**src/rtl/sq_fetch_scheduler_if.sv**
```systemverilog
// DataMover MM2S command/status channels between the send-queue fetch scheduler
// (master) and the DataMover (slave).
interface sq_fetch_scheduler_if #(
   parameter int NUM_QUEUES = 4,
   parameter int ADDR_W     = 32
);
   localparam int QW = (NUM_QUEUES > 1) ? $clog2(NUM_QUEUES) : 1;

   // Command channel: a beat transfers on a rising clk edge where cmd_valid and
   // cmd_ready are both high; once raised, cmd_valid and its fields hold until then.
   // Status channel: sts_valid is a single-cycle pulse with no back-pressure.
   logic              cmd_valid;
   logic              cmd_ready;
   logic [ADDR_W-1:0] cmd_addr;
   logic [15:0]       cmd_btt;
   logic [QW-1:0]     cmd_tag;
   logic              sts_valid;
   logic [QW-1:0]     sts_tag;
   logic              sts_okay;

   modport master (
      output cmd_valid, cmd_addr, cmd_btt, cmd_tag,
      input  cmd_ready, sts_valid, sts_tag, sts_okay
   );

   modport slave (
      input  cmd_valid, cmd_addr, cmd_btt, cmd_tag,
      output cmd_ready, sts_valid, sts_tag, sts_okay
   );
endinterface

```
**src/rtl/sq_fetch_scheduler.sv**
```systemverilog
// Multi-queue RDMA send-queue WQE fetch engine: round-robin issue of one MM2S read
// command per pending WQE, retirement of WQEs on DataMover status.
module sq_fetch_scheduler #(
   parameter int NUM_QUEUES      = 4,
   parameter int IDX_W           = 8,
   parameter int ADDR_W          = 32,
   parameter int WQE_BYTES       = 64,
   parameter int MAX_OUTSTANDING = 2
) (
   input  logic                         clk,
   input  logic                         rst_n,
   input  logic                         global_enable,
   input  logic [NUM_QUEUES-1:0]        q_enable,
   input  logic [NUM_QUEUES*ADDR_W-1:0] sq_base_flat,
   input  logic [NUM_QUEUES*IDX_W-1:0]  sq_size_flat,
   input  logic [NUM_QUEUES*IDX_W-1:0]  sq_tail_flat,
   output logic [NUM_QUEUES*IDX_W-1:0]  sq_head_flat,
   sq_fetch_scheduler_if.master         dm,
   output logic [NUM_QUEUES-1:0]        q_err,
   output logic                         spurious_sts,
   output logic [3:0]                   outstanding,
   output logic [31:0]                  wqe_issued_cnt,
   output logic [31:0]                  wqe_done_cnt,
   output logic [1:0]                   fsm_state_dbg
);
   localparam int QW     = (NUM_QUEUES > 1) ? $clog2(NUM_QUEUES) : 1;
   localparam int WQE_SH = $clog2(WQE_BYTES);

   typedef enum logic [1:0] {
      ST_IDLE  = 2'd0,
      ST_ARB   = 2'd1,
      ST_ISSUE = 2'd2
   } state_e;

   state_e              state_q, state_d;
   logic [QW-1:0]       rr_q, rr_d;
   logic [QW-1:0]       tag_q, tag_d;
   logic [ADDR_W-1:0]   addr_q, addr_d;
   logic                valid_q, valid_d;
   logic [NUM_QUEUES-1:0] q_err_q, q_err_d;
   logic                spurious_q, spurious_d;
   logic [3:0]          out_q, out_d;
   logic [31:0]         issued_q, issued_d;
   logic [31:0]         done_q, done_d;
   logic [IDX_W-1:0]    head_q [NUM_QUEUES];
   logic [IDX_W-1:0]    head_d [NUM_QUEUES];
   logic [IDX_W-1:0]    fptr_q [NUM_QUEUES];
   logic [IDX_W-1:0]    fptr_d [NUM_QUEUES];
   logic [3:0]          qcnt_q [NUM_QUEUES];
   logic [3:0]          qcnt_d [NUM_QUEUES];

   logic [NUM_QUEUES-1:0] elig;
   logic [NUM_QUEUES-1:0] tail_bad;
   logic                  any_elig;
   logic                  grant_found;
   logic [QW-1:0]         grant_idx;
   logic                  issue_hs;
   logic                  sts_hit;

   function automatic logic [IDX_W-1:0] ptr_inc(input logic [IDX_W-1:0] p,
                                                input logic [IDX_W-1:0] sz);
      logic [IDX_W:0] nxt;
      nxt = {1'b0, p} + {{IDX_W{1'b0}}, 1'b1};
      return (nxt == {1'b0, sz}) ? '0 : nxt[IDX_W-1:0];
   endfunction

   assign issue_hs = valid_q & dm.cmd_ready;
   assign sts_hit  = dm.sts_valid && (out_q != 4'd0) && (int'(dm.sts_tag) < NUM_QUEUES);

   // Tail is sampled live; an out-of-range tail halts the queue through q_err.
   always_comb begin
      logic [IDX_W-1:0] sz;
      logic [IDX_W-1:0] tl;
      elig     = '0;
      tail_bad = '0;
      for (int q = 0; q < NUM_QUEUES; q++) begin
         sz          = sq_size_flat[q*IDX_W +: IDX_W];
         tl          = sq_tail_flat[q*IDX_W +: IDX_W];
         tail_bad[q] = (sz != '0) && (tl >= sz);
         elig[q]     = global_enable && q_enable[q] && !q_err_q[q] && (sz != '0) &&
                       !tail_bad[q] && (fptr_q[q] != tl) &&
                       (out_q < 4'(MAX_OUTSTANDING));
      end
   end

   assign any_elig = |elig;

   always_comb begin
      int            idx;
      logic [QW-1:0] idx_w;
      grant_found = 1'b0;
      grant_idx   = '0;
      for (int i = 0; i < NUM_QUEUES; i++) begin
         idx = int'(rr_q) + i;
         if (idx >= NUM_QUEUES) idx = idx - NUM_QUEUES;
         idx_w = QW'(idx);
         if (!grant_found && elig[idx_w]) begin
            grant_found = 1'b1;
            grant_idx   = idx_w;
         end
      end
   end

   always_comb begin
      logic [IDX_W-1:0] sz;
      state_d    = state_q;
      rr_d       = rr_q;
      tag_d      = tag_q;
      addr_d     = addr_q;
      valid_d    = valid_q;
      q_err_d    = q_err_q;
      spurious_d = spurious_q | (dm.sts_valid & ~sts_hit);
      out_d      = out_q + 4'(issue_hs) - 4'(sts_hit);
      issued_d   = issued_q + 32'(issue_hs);
      done_d     = done_q + 32'(sts_hit);
      head_d     = head_q;
      fptr_d     = fptr_q;
      qcnt_d     = qcnt_q;

      case (state_q)
         ST_IDLE: begin
            if (any_elig) state_d = ST_ARB;
         end
         ST_ARB: begin
            if (grant_found) begin
               addr_d  = sq_base_flat[int'(grant_idx)*ADDR_W +: ADDR_W] +
                         (ADDR_W'(fptr_q[grant_idx]) << WQE_SH);
               tag_d   = grant_idx;
               valid_d = 1'b1;
               state_d = ST_ISSUE;
            end else begin
               state_d = ST_IDLE;
            end
         end
         ST_ISSUE: begin
            if (issue_hs) begin
               valid_d = 1'b0;
               state_d = ST_IDLE;
               rr_d    = (int'(tag_q) == NUM_QUEUES - 1) ? '0 : tag_q + 1'b1;
            end
         end
         default: state_d = ST_IDLE;
      endcase

      for (int q = 0; q < NUM_QUEUES; q++) begin
         sz = sq_size_flat[q*IDX_W +: IDX_W];
         if (issue_hs && int'(tag_q) == q) begin
            fptr_d[q] = ptr_inc(fptr_q[q], sz);
            qcnt_d[q] = qcnt_q[q] + 4'd1;
         end
         if (sts_hit && int'(dm.sts_tag) == q) begin
            head_d[q] = ptr_inc(head_q[q], sz);
            if (qcnt_d[q] != 4'd0) qcnt_d[q] = qcnt_d[q] - 4'd1;
            if (!dm.sts_okay) q_err_d[q] = 1'b1;
         end
         if (tail_bad[q]) q_err_d[q] = 1'b1;
         // A disabled queue rewinds its fetch pointer once nothing of it is in flight,
         // including a command still parked on the command channel.
         if (!q_enable[q]) begin
            q_err_d[q] = 1'b0;
            if (qcnt_d[q] == 4'd0 && !(valid_q && int'(tag_q) == q))
               fptr_d[q] = head_d[q];
         end
      end
   end

   always_ff @(posedge clk or negedge rst_n) begin
      if (!rst_n) begin
         state_q    <= ST_IDLE;
         rr_q       <= '0;
         tag_q      <= '0;
         addr_q     <= '0;
         valid_q    <= 1'b0;
         q_err_q    <= '0;
         spurious_q <= 1'b0;
         out_q      <= '0;
         issued_q   <= '0;
         done_q     <= '0;
         for (int q = 0; q < NUM_QUEUES; q++) begin
            head_q[q] <= '0;
            fptr_q[q] <= '0;
            qcnt_q[q] <= '0;
         end
      end else begin
         state_q    <= state_d;
         rr_q       <= rr_d;
         tag_q      <= tag_d;
         addr_q     <= addr_d;
         valid_q    <= valid_d;
         q_err_q    <= q_err_d;
         spurious_q <= spurious_d;
         out_q      <= out_d;
         issued_q   <= issued_d;
         done_q     <= done_d;
         for (int q = 0; q < NUM_QUEUES; q++) begin
            head_q[q] <= head_d[q];
            fptr_q[q] <= fptr_d[q];
            qcnt_q[q] <= qcnt_d[q];
         end
      end
   end

   always_comb begin
      sq_head_flat = '0;
      for (int q = 0; q < NUM_QUEUES; q++)
         sq_head_flat[q*IDX_W +: IDX_W] = head_q[q];
   end

   assign dm.cmd_valid     = valid_q;
   assign dm.cmd_addr      = addr_q;
   assign dm.cmd_btt       = 16'(WQE_BYTES);
   assign dm.cmd_tag       = tag_q;
   assign q_err            = q_err_q;
   assign spurious_sts     = spurious_q;
   assign outstanding      = out_q;
   assign wqe_issued_cnt   = issued_q;
   assign wqe_done_cnt     = done_q;
   assign fsm_state_dbg    = state_q;
endmodule

```
**src/flat_wrapper.sv**
```systemverilog
// flat-port wrapper written by rule: the top's interface ports become plain ports
module sq_fetch_scheduler_flat 
#(
   parameter int NUM_QUEUES      = 4,
   parameter int IDX_W           = 8,
   parameter int ADDR_W          = 32,
   parameter int WQE_BYTES       = 64,
   parameter int MAX_OUTSTANDING = 2
)
  (clk, rst_n, global_enable, q_enable, sq_base_flat, sq_size_flat, sq_tail_flat, sq_head_flat, q_err, spurious_sts, outstanding, wqe_issued_cnt, wqe_done_cnt, fsm_state_dbg, dm_cmd_valid, dm_cmd_addr, dm_cmd_btt, dm_cmd_tag, dm_cmd_ready, dm_sts_valid, dm_sts_tag, dm_sts_okay);
  sq_fetch_scheduler_if #(.NUM_QUEUES(NUM_QUEUES), .ADDR_W(ADDR_W)) dm_i ();
  input  logic clk;
  input  logic rst_n;
  input  logic global_enable;
  input  logic [NUM_QUEUES-1:0] q_enable;
  input  logic [NUM_QUEUES*ADDR_W-1:0] sq_base_flat;
  input  logic [NUM_QUEUES*IDX_W-1:0] sq_size_flat;
  input  logic [NUM_QUEUES*IDX_W-1:0] sq_tail_flat;
  output logic [NUM_QUEUES*IDX_W-1:0] sq_head_flat;
  output logic [NUM_QUEUES-1:0] q_err;
  output logic spurious_sts;
  output logic [3:0] outstanding;
  output logic [31:0] wqe_issued_cnt;
  output logic [31:0] wqe_done_cnt;
  output logic [1:0] fsm_state_dbg;
  output wire logic [$bits(dm_i.cmd_valid)-1:0] dm_cmd_valid;
  output wire logic [$bits(dm_i.cmd_addr)-1:0] dm_cmd_addr;
  output wire logic [$bits(dm_i.cmd_btt)-1:0] dm_cmd_btt;
  output wire logic [$bits(dm_i.cmd_tag)-1:0] dm_cmd_tag;
  input wire logic [$bits(dm_i.cmd_ready)-1:0] dm_cmd_ready;
  input wire logic [$bits(dm_i.sts_valid)-1:0] dm_sts_valid;
  input wire logic [$bits(dm_i.sts_tag)-1:0] dm_sts_tag;
  input wire logic [$bits(dm_i.sts_okay)-1:0] dm_sts_okay;
  assign dm_cmd_valid = dm_i.cmd_valid;
  assign dm_cmd_addr = dm_i.cmd_addr;
  assign dm_cmd_btt = dm_i.cmd_btt;
  assign dm_cmd_tag = dm_i.cmd_tag;
  assign dm_i.cmd_ready = dm_cmd_ready;
  assign dm_i.sts_valid = dm_sts_valid;
  assign dm_i.sts_tag = dm_sts_tag;
  assign dm_i.sts_okay = dm_sts_okay;
  sq_fetch_scheduler #(.NUM_QUEUES(NUM_QUEUES), .IDX_W(IDX_W), .ADDR_W(ADDR_W), .WQE_BYTES(WQE_BYTES), .MAX_OUTSTANDING(MAX_OUTSTANDING)) u_core (.clk(clk), .rst_n(rst_n), .global_enable(global_enable), .q_enable(q_enable), .sq_base_flat(sq_base_flat), .sq_size_flat(sq_size_flat), .sq_tail_flat(sq_tail_flat), .sq_head_flat(sq_head_flat), .dm(dm_i), .q_err(q_err), .spurious_sts(spurious_sts), .outstanding(outstanding), .wqe_issued_cnt(wqe_issued_cnt), .wqe_done_cnt(wqe_done_cnt), .fsm_state_dbg(fsm_state_dbg));
endmodule
```
**config.mk**
```make
export PLATFORM = sky130hd
export DESIGN_NAME = sq_fetch_scheduler_flat
export DESIGN_NICKNAME = d
export VERILOG_FILES = /design/src/rtl/sq_fetch_scheduler_if.sv /design/src/rtl/sq_fetch_scheduler.sv /design/src/flat_wrapper.sv
export SDC_FILE = /design/constraint.sdc
export NUM_CORES = 1
export LEC_CHECK = 0
export ABC_AREA = 1
export BUFFER_PORTS_ARGS = -buffer_cell sky130_fd_sc_hd__buf_4
export CAP_MARGIN = 20
export CORE_MARGIN = 2
export CORE_UTILIZATION = 35
export DETAILED_ROUTE_END_ITERATION = 12
export SYNTH_ARGS = -nofsm -noshare
export SYNTH_HDL_FRONTEND = slang
export SYNTH_SLANG_ARGS = --single-unit
```
**constraint.sdc**
```tcl
create_clock -name clk -period 6.7 [get_ports clk]
set_input_delay 1.34 -clock clk [delete_from_list [all_inputs] [get_ports clk]]
set_output_delay 1.34 -clock clk [all_outputs]
set_load 0.005 [all_outputs]
```
After elaboration in Yosys (flattened, before gate mapping):

Index checks and enable logic that the tools add are counted.

* register bits: 192
* input port bits: 204
* output and inout bits: 158
* word-level logic and storage cells: 274

* $add $sub $neg: 29
* order comparisons: 14
* eq/ne operators: 31
* shift operators: 1
* muxes and demuxes: 80
* bitwise logic cells: 5
* reduce and logical (&&, ||, !) cells: 89

Operators with widths (number)
* 8-bit 2-to-1 mux: 26
* 128-bit by 8-bit variable part select with 32-bit output: 1
* 8-bit by 1-bit adder with 9-bit output, second input constant: 8
* 9-bit by 8-bit == test with 1-bit output: 8
* 32-bit by 1-bit adder with 32-bit output: 2
* 1-bit logical AND: 48
* 4-bit 2-to-1 mux: 12
* 32-bit by 14-bit adder with 32-bit output: 1
* 8-bit greater-or-equal comparator: 4
* 8-bit != test: 4
* 8-bit nonzero test: 4
* 2-bit 2-to-1 mux: 12
* 1-bit 2-to-1 mux: 23
* 4-bit nonzero test: 5
* 4-bit by 1-bit adder with 4-bit output, second input constant: 4
* 8-bit binary-select mux with 2-bit select: 1
* 4-bit zero test: 4
* 4-bit by 1-bit subtractor with 4-bit output, second input constant: 4
* 1-bit zero test: 15
* 2-bit AND reduction: 7
* 3-bit greater-or-equal comparator, second input constant: 4
* 2-bit by 3-bit less-than comparator with 1-bit output, second input constant: 4
* 3-bit by 1-bit != test with 1-bit output, second input constant: 4
* 3-bit by 2-bit != test with 1-bit output, second input constant: 4
* 22 further kinds: 40

Depth between registers and ports, before layout:

Gate-level depths: netlist (run 1).

* depth in word-level cells: 23
* gate-level depth with buffers: 43
* gate-level depth less buffers: 40

Least setup slack after synthesis (run 1):

Ideal clock, no wire load.

* path type: in2reg
* from: input sq_size_flat[19]
* to: register u_core.addr_q[24] (netlist: u_core.dm.cmd_addr[24])
* setup time: 0.117 ns
* arrival: 5.670 ns
* required time: 6.583 ns
* slack: 0.914 ns
* stages on the path: 40
* path buffers: 3
* cells stage by stage: inv_1 > ha_1 > nand2_1 > nand2_1 > nor2_1 > nand2_1 > a21oi_1 > nand2_2 > nand2_1 > nand2_1 > nand2_1 > nand2_4 > nand3_1 > nand3_1 > nand2_1 > nand2_2 > buf_4 > buf_2 > [... 4 more ...] > inv_1 > ha_1 > fa_1 > a21oi_1 > o21bai_1 > a21oi_1 > o21bai_1 > a21oi_1 > inv_1 > a21oi_1 > inv_1 > nand3_1 > nor2_2 > nand3_2 > nor2_4 > xor2_1 > nand2_1 > nand2_1

* longest elaborated chain between the ends: 23
* elaborated cells between the ends (all ways): 37
* classes of those cells: add/sub: 1; order compare: 1; shift: 1; mux: 19; bitwise: 1; reduce/logical: 14

Ends and longest elaborated chain
* start, declared: line flat_wrapper.sv:17 `input logic [NUM_QUEUES*IDX_W-1:0] sq_size_flat;`
* 8-bit greater-or-equal comparator or 8-bit nonzero test (tied branches): line sq_fetch_scheduler.sv:79, sq_fetch_scheduler.sv:80
* 1-bit logical AND: line sq_fetch_scheduler.sv:79 `tail_bad[q] = (sz != '0) && (tl >= sz);`
* 1-bit zero test: line sq_fetch_scheduler.sv:81 `!tail_bad[q] && (fptr_q[q] != tl) &&`
* 1-bit logical AND (*): line sq_fetch_scheduler.sv:80 `elig[q] = global_enable && q_enable[q] && !q_err_q[q] && (sz != '0) &&`
* 1-bit logical AND (*) (2 in series): line sq_fetch_scheduler.sv:81
* branches (longest 17 deep; another with 1-bit binary-select mux with 2-bit select)
* end signal, assigned: line sq_fetch_scheduler.sv:188 `addr_q <= addr_d;`
* end, declared: line sq_fetch_scheduler.sv:38 `logic [ADDR_W-1:0] addr_q, addr_d;`

Mark *: on every way between the ends. The select of a mux whose other input is x is not followed.
A chain may end at the register's enable or synchronous reset.

Worst setup path after layout (run 1):

* from: input sq_size_flat[5]
* to: register u_core.addr_q[24] (netlist: u_core.dm.cmd_addr[24])

The elaborated chain is that of the path after synthesis.

==> flow_results.org, run 1 <==
** Worst hold path
- Startpoint of the most critical hold path :: u_core.wqe_done_cnt[31]
- For hold timing, the worst endpoint is u_core.wqe_done_cnt[31].
- The worst hold path belongs to the class flop to flop.
- Along the worst hold path, the cell count comes to 1.

** Die
- The total area inside the core boundary comes to 41000 um^2.
- The initialized floorplan defines 74 standard-cell rows.
- IO Pins :: 362
- Starting density of the core :: 0.356
- The floorplan step set the die height to 208 um.
- Die area :: 43400 um^2
- The die is 208 um wide.

** Drt
- In the routed layout, each cell is associated on average with a via count of 4.97.
- The pre-antenna-repair detailed-routing pass consisted of 5 iterations.
- After detailed routing, the average wire length per cell comes to 16.5 um.
- Number of remaining DRC errors :: 0
- The count of nets left with antenna violations once routing finished came out at 0.
- In this run, the number of DRC markers left after iteration 0 of detailed routing was 1171.
- Summed over all layers, the routed wires come to 48400 um.
- For this block, the via count after detailed routing is 14600.

** Logic synthesis
- During synthesis, Yosys emitted a total of 0 warnings.
- Most common cell in the synthesized netlist :: sky130_fd_sc_hd__nand2_1
- Synthesized netlist cell count :: 2050
- Ys flop type :: sky130_fd_sc_hd__dfrtp_1
- For this run, the register share of the synthesized area comes to 0.329.
- Synth top area cells :: sky130_fd_sc_hd__dfrtp_1 33%, sky130_fd_sc_hd__nand2_1 13%, sky130_fd_sc_hd__xor2_1 7.8%
- Share of the synthesized area in the top cell type :: 0.329
- Cell type with the highest aggregate area in the netlist :: sky130_fd_sc_hd__dfrtp_1
- After synthesis the cells add up to 14600 um^2.
- Sorting the synthesized cells by how often they occur yields 507 x sky130_fd_sc_hd__nand2_1, 289 x sky130_fd_sc_hd__inv_1, 192 x sky130_fd_sc_hd__dfrtp_1.
- Yosys cell types :: 51
- Post-Synthesis Mean Instance Area :: 7.12 um^2
- Counting flops with a built-in enable in the synthesized netlist gives 0.
- Post-synth ARST share :: 1.00
- In this run, synthesis produced a sequential element count of 192.

** Timing
- Clock Skew :: 0.0150 ns
- Final critical-path required period :: 6.04 ns
- Summed negative setup slack over all endpoints :: 0 ns
- Setup repair after global routing left no endpoint under its margin.
- The count of final max-slew check failures is 0.
- Dividing the final minimum period by the clock period gives 0.901.
- Timing would allow up to 166 MHz.
- Slew @ Worst Pin :: 1.03 ns
- Headroom to the max-slew limit came out at 0.316.
- The final-report hold violation count came to 0.
- Setup violations remaining at the end of the flow were counted as 0.

** Global route
- Summed over all layers, the global routing overflow is 0.
- The global routing stage identified its most utilized layer as met2.
- Total global-route track usage :: 0.221
- First-pass GRT wire length :: 75900 um
- Met2 Track Usage GR :: 0.366
- Entering global routing, the biggest net connects 117 pins.
- For met3 alone, demand over resource in global routing was 0.0472.
- Via count of the first global-routing pass :: 14100
- The number of antenna violations at the first check in global routing came to 1.
- Met1 Resource Use GR :: 0.281

** Clock network
- TritonCTS built the clock tree.
- Cts repair resizes :: 0
- The H-tree generated during clock tree synthesis spans 4 levels.
- Counting along the longest clock path gives a buffer depth of 2.
- CTS root buf :: sky130_fd_sc_hd__clkbuf_16
- After clock tree synthesis, the flow added hold-fix buffers numbering 0.
- At the later pin of the worst-skew pair, clock insertion delay measures 0.46 ns.
- In this run, CTS created clock tree buffers numbering 17.
- CTS clk-pin slew, worst paths :: 0.07 ns
- Once the clock tree was built, the setup fixing pass inserted 0 buffers.
- The tree built by TritonCTS fans out to 192 sinks.

** Critical path
- Launching instance or port of the critical path :: sq_size_flat[5]
- For this run, the slowest stage of the critical path takes 0.39 ns.
- Broken down by cell family, the worst path's largest delay share belongs to simple AND/OR/NAND/NOR gates.
- Kind of end point of the critical path :: flop
- The worst setup path is launched from a primary input.
- Endpoint of the lowest-slack register-to-register path :: u_core.dm.cmd_addr[24]
- Of all nets on the critical path, the largest fanout is 28.
- Number of cell instances on the worst register-to-register path :: 34
- Counting both buffers and inverters, the worst setup path holds a total of 6.
- Data on the critical path is required at its endpoint by 7.10 ns.
- Internal reg-to-reg setup slack :: 1.34 ns
- The setup path with the least slack is of type primary input to flop.
- Most used cell, CP :: sky130_fd_sc_hd__nand2_1
- Reg2Reg Launch Point :: u_core.outstanding[2]
- Slowest library cell on the worst path :: sky130_fd_sc_hd__inv_2
- STA puts the critical path data arrival time at 6.43 ns.

** Status
- Status :: complete, no violations

** Cells and area
- Final core occ :: 0.446
- Proportion of layout cells with a drive suffix above 1 :: 0.191
- Compared with the post-synthesis result, the final layout area differs by 25.3%.
- The number of antenna diodes in the final layout is 0.
- The net count of the finished layout is 2661.

** Pwr
- Power after layout :: 7.97 mW
- For this design the static power due to leakage is 9.79 nW.
- Peak supply drop :: 0.000188 V
- Power density of the placed cells :: 436 nW/um^2

** Place
- Once detailed placement completed, the half-perimeter wirelength came to 39100 um.
- At the end of routability-driven placement, the weighted congestion stood at 0.923.
- Number of buffers added on ports :: 345

** Flow run
- Max-capacitance violation count :: 0
[placed cells by master (no fill, tap or decap), types with 18 or more instances in the layout]
| cell | synthesis | layout |
|---|---|---|
| sky130_fd_sc_hd__nand2_1 | 507 | 506 |
| sky130_fd_sc_hd__buf_4 | 17 | 356 |
| sky130_fd_sc_hd__inv_1 | 289 | 289 |
| sky130_fd_sc_hd__dfrtp_1 | 192 | 192 |
| sky130_fd_sc_hd__nor2_1 | 188 | 188 |
| sky130_fd_sc_hd__xor2_1 | 130 | 130 |
| sky130_fd_sc_hd__o21ai_0 | 123 | 123 |
| sky130_fd_sc_hd__nand3_1 | 115 | 115 |
| sky130_fd_sc_hd__ha_1 | 72 | 72 |
| sky130_fd_sc_hd__a21oi_1 | 66 | 66 |
| sky130_fd_sc_hd__nand4_1 | 42 | 42 |
| sky130_fd_sc_hd__xnor2_1 | 36 | 36 |
| sky130_fd_sc_hd__nor3_1 | 33 | 33 |
| sky130_fd_sc_hd__nand3b_1 | 24 | 24 |
| sky130_fd_sc_hd__o22ai_1 | 23 | 23 |
| sky130_fd_sc_hd__inv_2 | 22 | 22 |
| sky130_fd_sc_hd__a22oi_1 | 18 | 18 |
[stage by stage]
stage | setup WS [ns] | hold slack (ns) | cells | cell area [um^2]
detailed placement | 0.314 | 0.464 | 2896 | 17700
floorplan | 0.914 | 0.465 | 2064 | 14700
finish | 0.663 | 0.468 | 2928 | 18300
global route | 0.0776 | 0.487 | 2928 | 18300
global placement | 0.400 | 0.459 | 2895 | 17700
CTS | 0.779 | 0.474 | 2928 | 18300
[power by group]
group	total (mW)	internal [mW]	switching, mW	leakage [nW]
registers	2.00	1.56	0.443	2.38
clock network	1.05	0.530	0.523	0.282
logic	4.91	1.89	3.02	7.12
total	7.97	3.98	3.99	9.79
[logic make-up after synthesis]
group           Yosys count  synth area share
simple gates            959             0.288
buf+inv                 372             0.104
compound gates          285             0.114
flops                   192             0.329
xor+xnor                166            0.0996
fa+ha+maj                74            0.0644
other cells               2          0.000514
[worst max path at each step]
stage	endpoint	depth (start not counted)	slack, ns
2_1_floorplan	u_core.dm.cmd_addr[24]	40	0.91
3_3_place_gp	u_core.dm.cmd_addr[23]	36	0.40
3_5_place_dp	u_core.dm.cmd_addr[24]	36	0.31
4_1_cts	u_core.dm.cmd_addr[24]	36	0.78
5_1_grt	u_core.dm.cmd_addr[23]	35	0.08
6_report	u_core.dm.cmd_addr[24]	36	0.66
[flip-flops by register name, indices dropped and copies added, names as in the netlist]
register and count:
u_core.dm.cmd_addr 32, u_core.dm.cmd_tag 2, u_core.dm.cmd_valid 1, u_core.fptr_q 32, u_core.fsm_state_dbg 2, u_core.outstanding 4
u_core.q_err 4, u_core.qcnt_q 16, u_core.rr_q 2, u_core.spurious_sts 1, u_core.sq_head_flat 32, u_core.wqe_done_cnt 32
u_core.wqe_issued_cnt 32
[per-layer routing]
| layer | routed length, um | share of wire | vias up |
|---|---|---|---|
| met1 | 21300 | 0.44 | 6815 |
| met5 | 13 | 0.00027 | - |
| li1 | - | - | 7236 |
| met4 | 1580 | 0.033 | 2 |
| met2 | 22700 | 0.47 | 432 |
| met3 | 2890 | 0.060 | 74 |
[area by class of cell]
class | count | area [um^2]
inverters | 312 | 1170
repair buffers | 360 | 2740
flip-flops and latches | 192 | 4800
fillers | 4211 | 22700
clock buffers | 19 | 433
well taps | 532 | 666
clock inverters | 13 | 143
multi-input cells | 1500 | 8340
No activity file was read; power rests on OpenSTA's default activity.
==> run 2, diff against run 1 <==
CORE_UTILIZATION = 40   (was 35)
==> run 2 against run 1 <==
Net effect:
- core utilization increased by 6.4 points
- first-iteration DRC count down 19%
- worst setup slack improved by 0.082 ns
- clock skew down 0.00054 ns
- total power down 0.72%
- critical path depth stayed put
- clock-buffer cell count fell by 2
- register-to-register slack hardly changed
- sequential power about the same
- sequential share of layout area rose by 0.12 points
- worst hold slack hardly changed
- largest power group unchanged
- highest routed layer unchanged
==> flow_results.org, run 2 (synthesis gave the netlist of run 1 again) <==
** Place
- Final RePlAce weighted congestion :: 0.932
- Dpl hpwl :: 37900 um
- Timing analysis after detailed placement gives a worst setup slack of 0.344 ns.
- In this run the tool buffered the top-level ports with 345 buffer cells.

** Cells and area
- In the final layout, the share of cells above drive strength 1 is 0.191.
- Final core occ :: 0.510
- The area growth from synthesis to layout is 24.7%.
- For this run, the post-layout net count is 2660.
- Commonest cells after routing, fill and taps aside :: 506 x sky130_fd_sc_hd__nand2_1, 356 x sky130_fd_sc_hd__buf_4, 289 x sky130_fd_sc_hd__inv_1
- Most common library cell in the layout ignoring fill and taps :: sky130_fd_sc_hd__nand2_1
- The sequential cells in the finished layout cover a total of 4800 um^2.
- Multi-input combinational cell area :: 8340 um^2
- Fillcell total :: 3632

** Timing
- At the pin with the least slew margin, the transition time is 0.858 ns.
- The final-report hold violation count is 0.
- Share of the cycle needed by the critical path after routing :: 0.889
- Fin worst setup slack :: 0.745 ns
- RSZ-0062 raised after global routing :: false
- Subtracting the final worst setup slack from the clock period gives 5.95 ns.
- The count of final max-slew check failures came to 0.
- Summed negative setup slack over all endpoints :: 0 ns
- Clock Skew :: 0.0145 ns
- Setup violations remaining at the end of the flow were counted as 0.
- Highest Clock Rate :: 168 MHz
- Headroom to the max-slew limit came out at 0.428.

** Critical path
- The worst setup path is of the primary input to flop kind.
- Data on the critical path arrives at its endpoint at 6.29 ns.
- STA classifies the critical path startpoint as a primary input.
- Slowest library cell on the worst path :: sky130_fd_sc_hd__fa_1
- Largest fanout on the critical path :: 29
- CP top delay family :: simple AND/OR/NAND/NOR gates
- The worst setup path is captured at a flop.
- Counting stages on the worst path, the most repeated cell is sky130_fd_sc_hd__nand2_1.
- On the worst path, the slowest cell contributes a delay of 0.41 ns.
- Buffering stage count on the worst path with inverters included :: 6
- Required arrival time at the worst endpoint :: 7.04 ns

** Drt
- In this run the remaining antenna-violating nets after routing total 0.
- Summed over all layers, the routed wires come to 47100 um.
- Average detailed-routed wire length per instance :: 16.5 um
- Via count :: 14400
- For this block, the initial DRC count from the detailed router was 943.
- First-pass DRT Iterations :: 5
- Drt via density :: 5.06
- For this run, design rule violations remaining after detail routing come to 0.

** Die
- Std cell rows :: 69
- The die covers 38000 um^2.
- Horizontal die dimension :: 195 um
- Core Footprint :: 35700 um^2
- The initial utilization of the core area, before any placement, comes to 0.408.
- 362 I/O pins were placed.
- Vertical extent of the die :: 195 um

** Status
- Status :: complete, no violations

** Global route
- The first global-routing pass estimated 74000 um of wire.
- Summed over all layers, the global routing overflow is 0.
- Met3 layer usage reported by global route :: 0.0453
- For this run, global-route usage on met2 was measured as 0.405.
- Maximum number of pins on one net before global-route repair :: 100
- Met1 Resource Use GR :: 0.333
- Most used routing layer in global routing :: met2
- Number of antenna violations at the first check in global routing :: 2
- Via count of the first global-routing pass :: 13700
- Total global-route track usage :: 0.245

** Pwr
- Of the total power, combinational logic draws 0.617.
- Switching power as a share of total power :: 0.502
- The share of total power dissipated in the clock network is 0.131.
- Power spread over the standard cell area amounts to 434 nW/um^2.
- The design draws 7.91 mW.
- For this design the static power due to leakage is 9.78 nW.
- Net switching power :: 3.97 mW
- IR analysis of the VDD net gives a maximum drop of 0.000253 V.
- Pint :: 3.94 mW
- Share of power burned in registers :: 0.252

** Clock network
- Clock buffer depth :: 2
- Counting every sink on the clock net gives 192.
- TritonCTS built the clock tree.
- Once the clock tree was built, the resizer swapped 0 gates to a different size.
- In this run the clock root is driven by a sky130_fd_sc_hd__clkbuf_16.
- Number of buffers added for setup after CTS :: 0
- For this design, the CTS-stage hold fixing added 0 buffers.
- CTS clk-pin slew, worst paths :: 0.08 ns
- Clock latency on the worst-skew pair, taken at its later pin, is 0.45 ns.
- The number of clock buffers added by TritonCTS is 17.
- The clock tree synthesis step divided the H-tree into 4 levels.

** Worst hold path
- The worst hold path belongs to the class flop to flop.

** Flow run
- Max-capacitance violation count :: 0
run 2: path summary, 6_finish.rpt:
path | startpoint | to | slack, ns | cells after the start
hold / removal | u_core.wqe_issued_cnt[31] | u_core.wqe_issued_cnt[31] | 0.47 | 1
max in group asynchronous | rst_n | u_core.sq_head_flat[8] | 4.65 | 2
hold reg to reg | u_core.wqe_issued_cnt[31] | u_core.wqe_issued_cnt[31] | 0.47 | 1
setup reg to reg | u_core.outstanding[2] | u_core.dm.cmd_addr[24] | 1.33 | 34
setup / recovery | sq_size_flat[11] | u_core.dm.cmd_addr[24] | 0.75 | 36
min in group asynchronous | rst_n | u_core.wqe_done_cnt[10] | 0.98 | 1
run 2: worst reg2reg max path: cells and delay by family (launching register included):
family / cells / cell delay (ns)
fa+ha+maj: 3 / 0.78
xor+xnor: 1 / 0.14
simple gates: 16 / 1.96
buf+inv: 5 / 0.70
compound gates: 9 / 1.27
flops: 1 / 0.38
run 2: area by class of cell:
cell class,count,share of cell area
multi-input combinational,1500,0.458
sequential,192,0.264
clock inverter,15,0.00921
antenna,1,0.000137
inverter,312,0.0643
timing repair buffer,359,0.150
tap,461,0.0317
clock buffer,17,0.0234
run 2: power groups by stage:
stage	Combinational, mW	Clock, mW	Sequential [mW]
final	4.88	1.04	1.99
after global routing	5.49	1.12	2.05
after CTS	4.86	1.08	1.99
after detailed placement	4.82	0	2.01
after global placement	4.79	0	2.01
after floorplan	3.36	0	1.92
run 2: metrics by stage:
step                hold slack, ns  cell area, um^2  cells
global route                 0.499            18200   2856
finish                       0.468            18200   2857
floorplan                    0.465            14700   2064
global placement             0.456            17600   2824
detailed placement           0.464            17600   2824
CTS                          0.475            18200   2856
run 2: metal layers:
metal	vias up	wire, um
met2	404	22300
met4	2	905
met5	-	13
met1	6763	21300
li1	7227	-
met3	49	2650
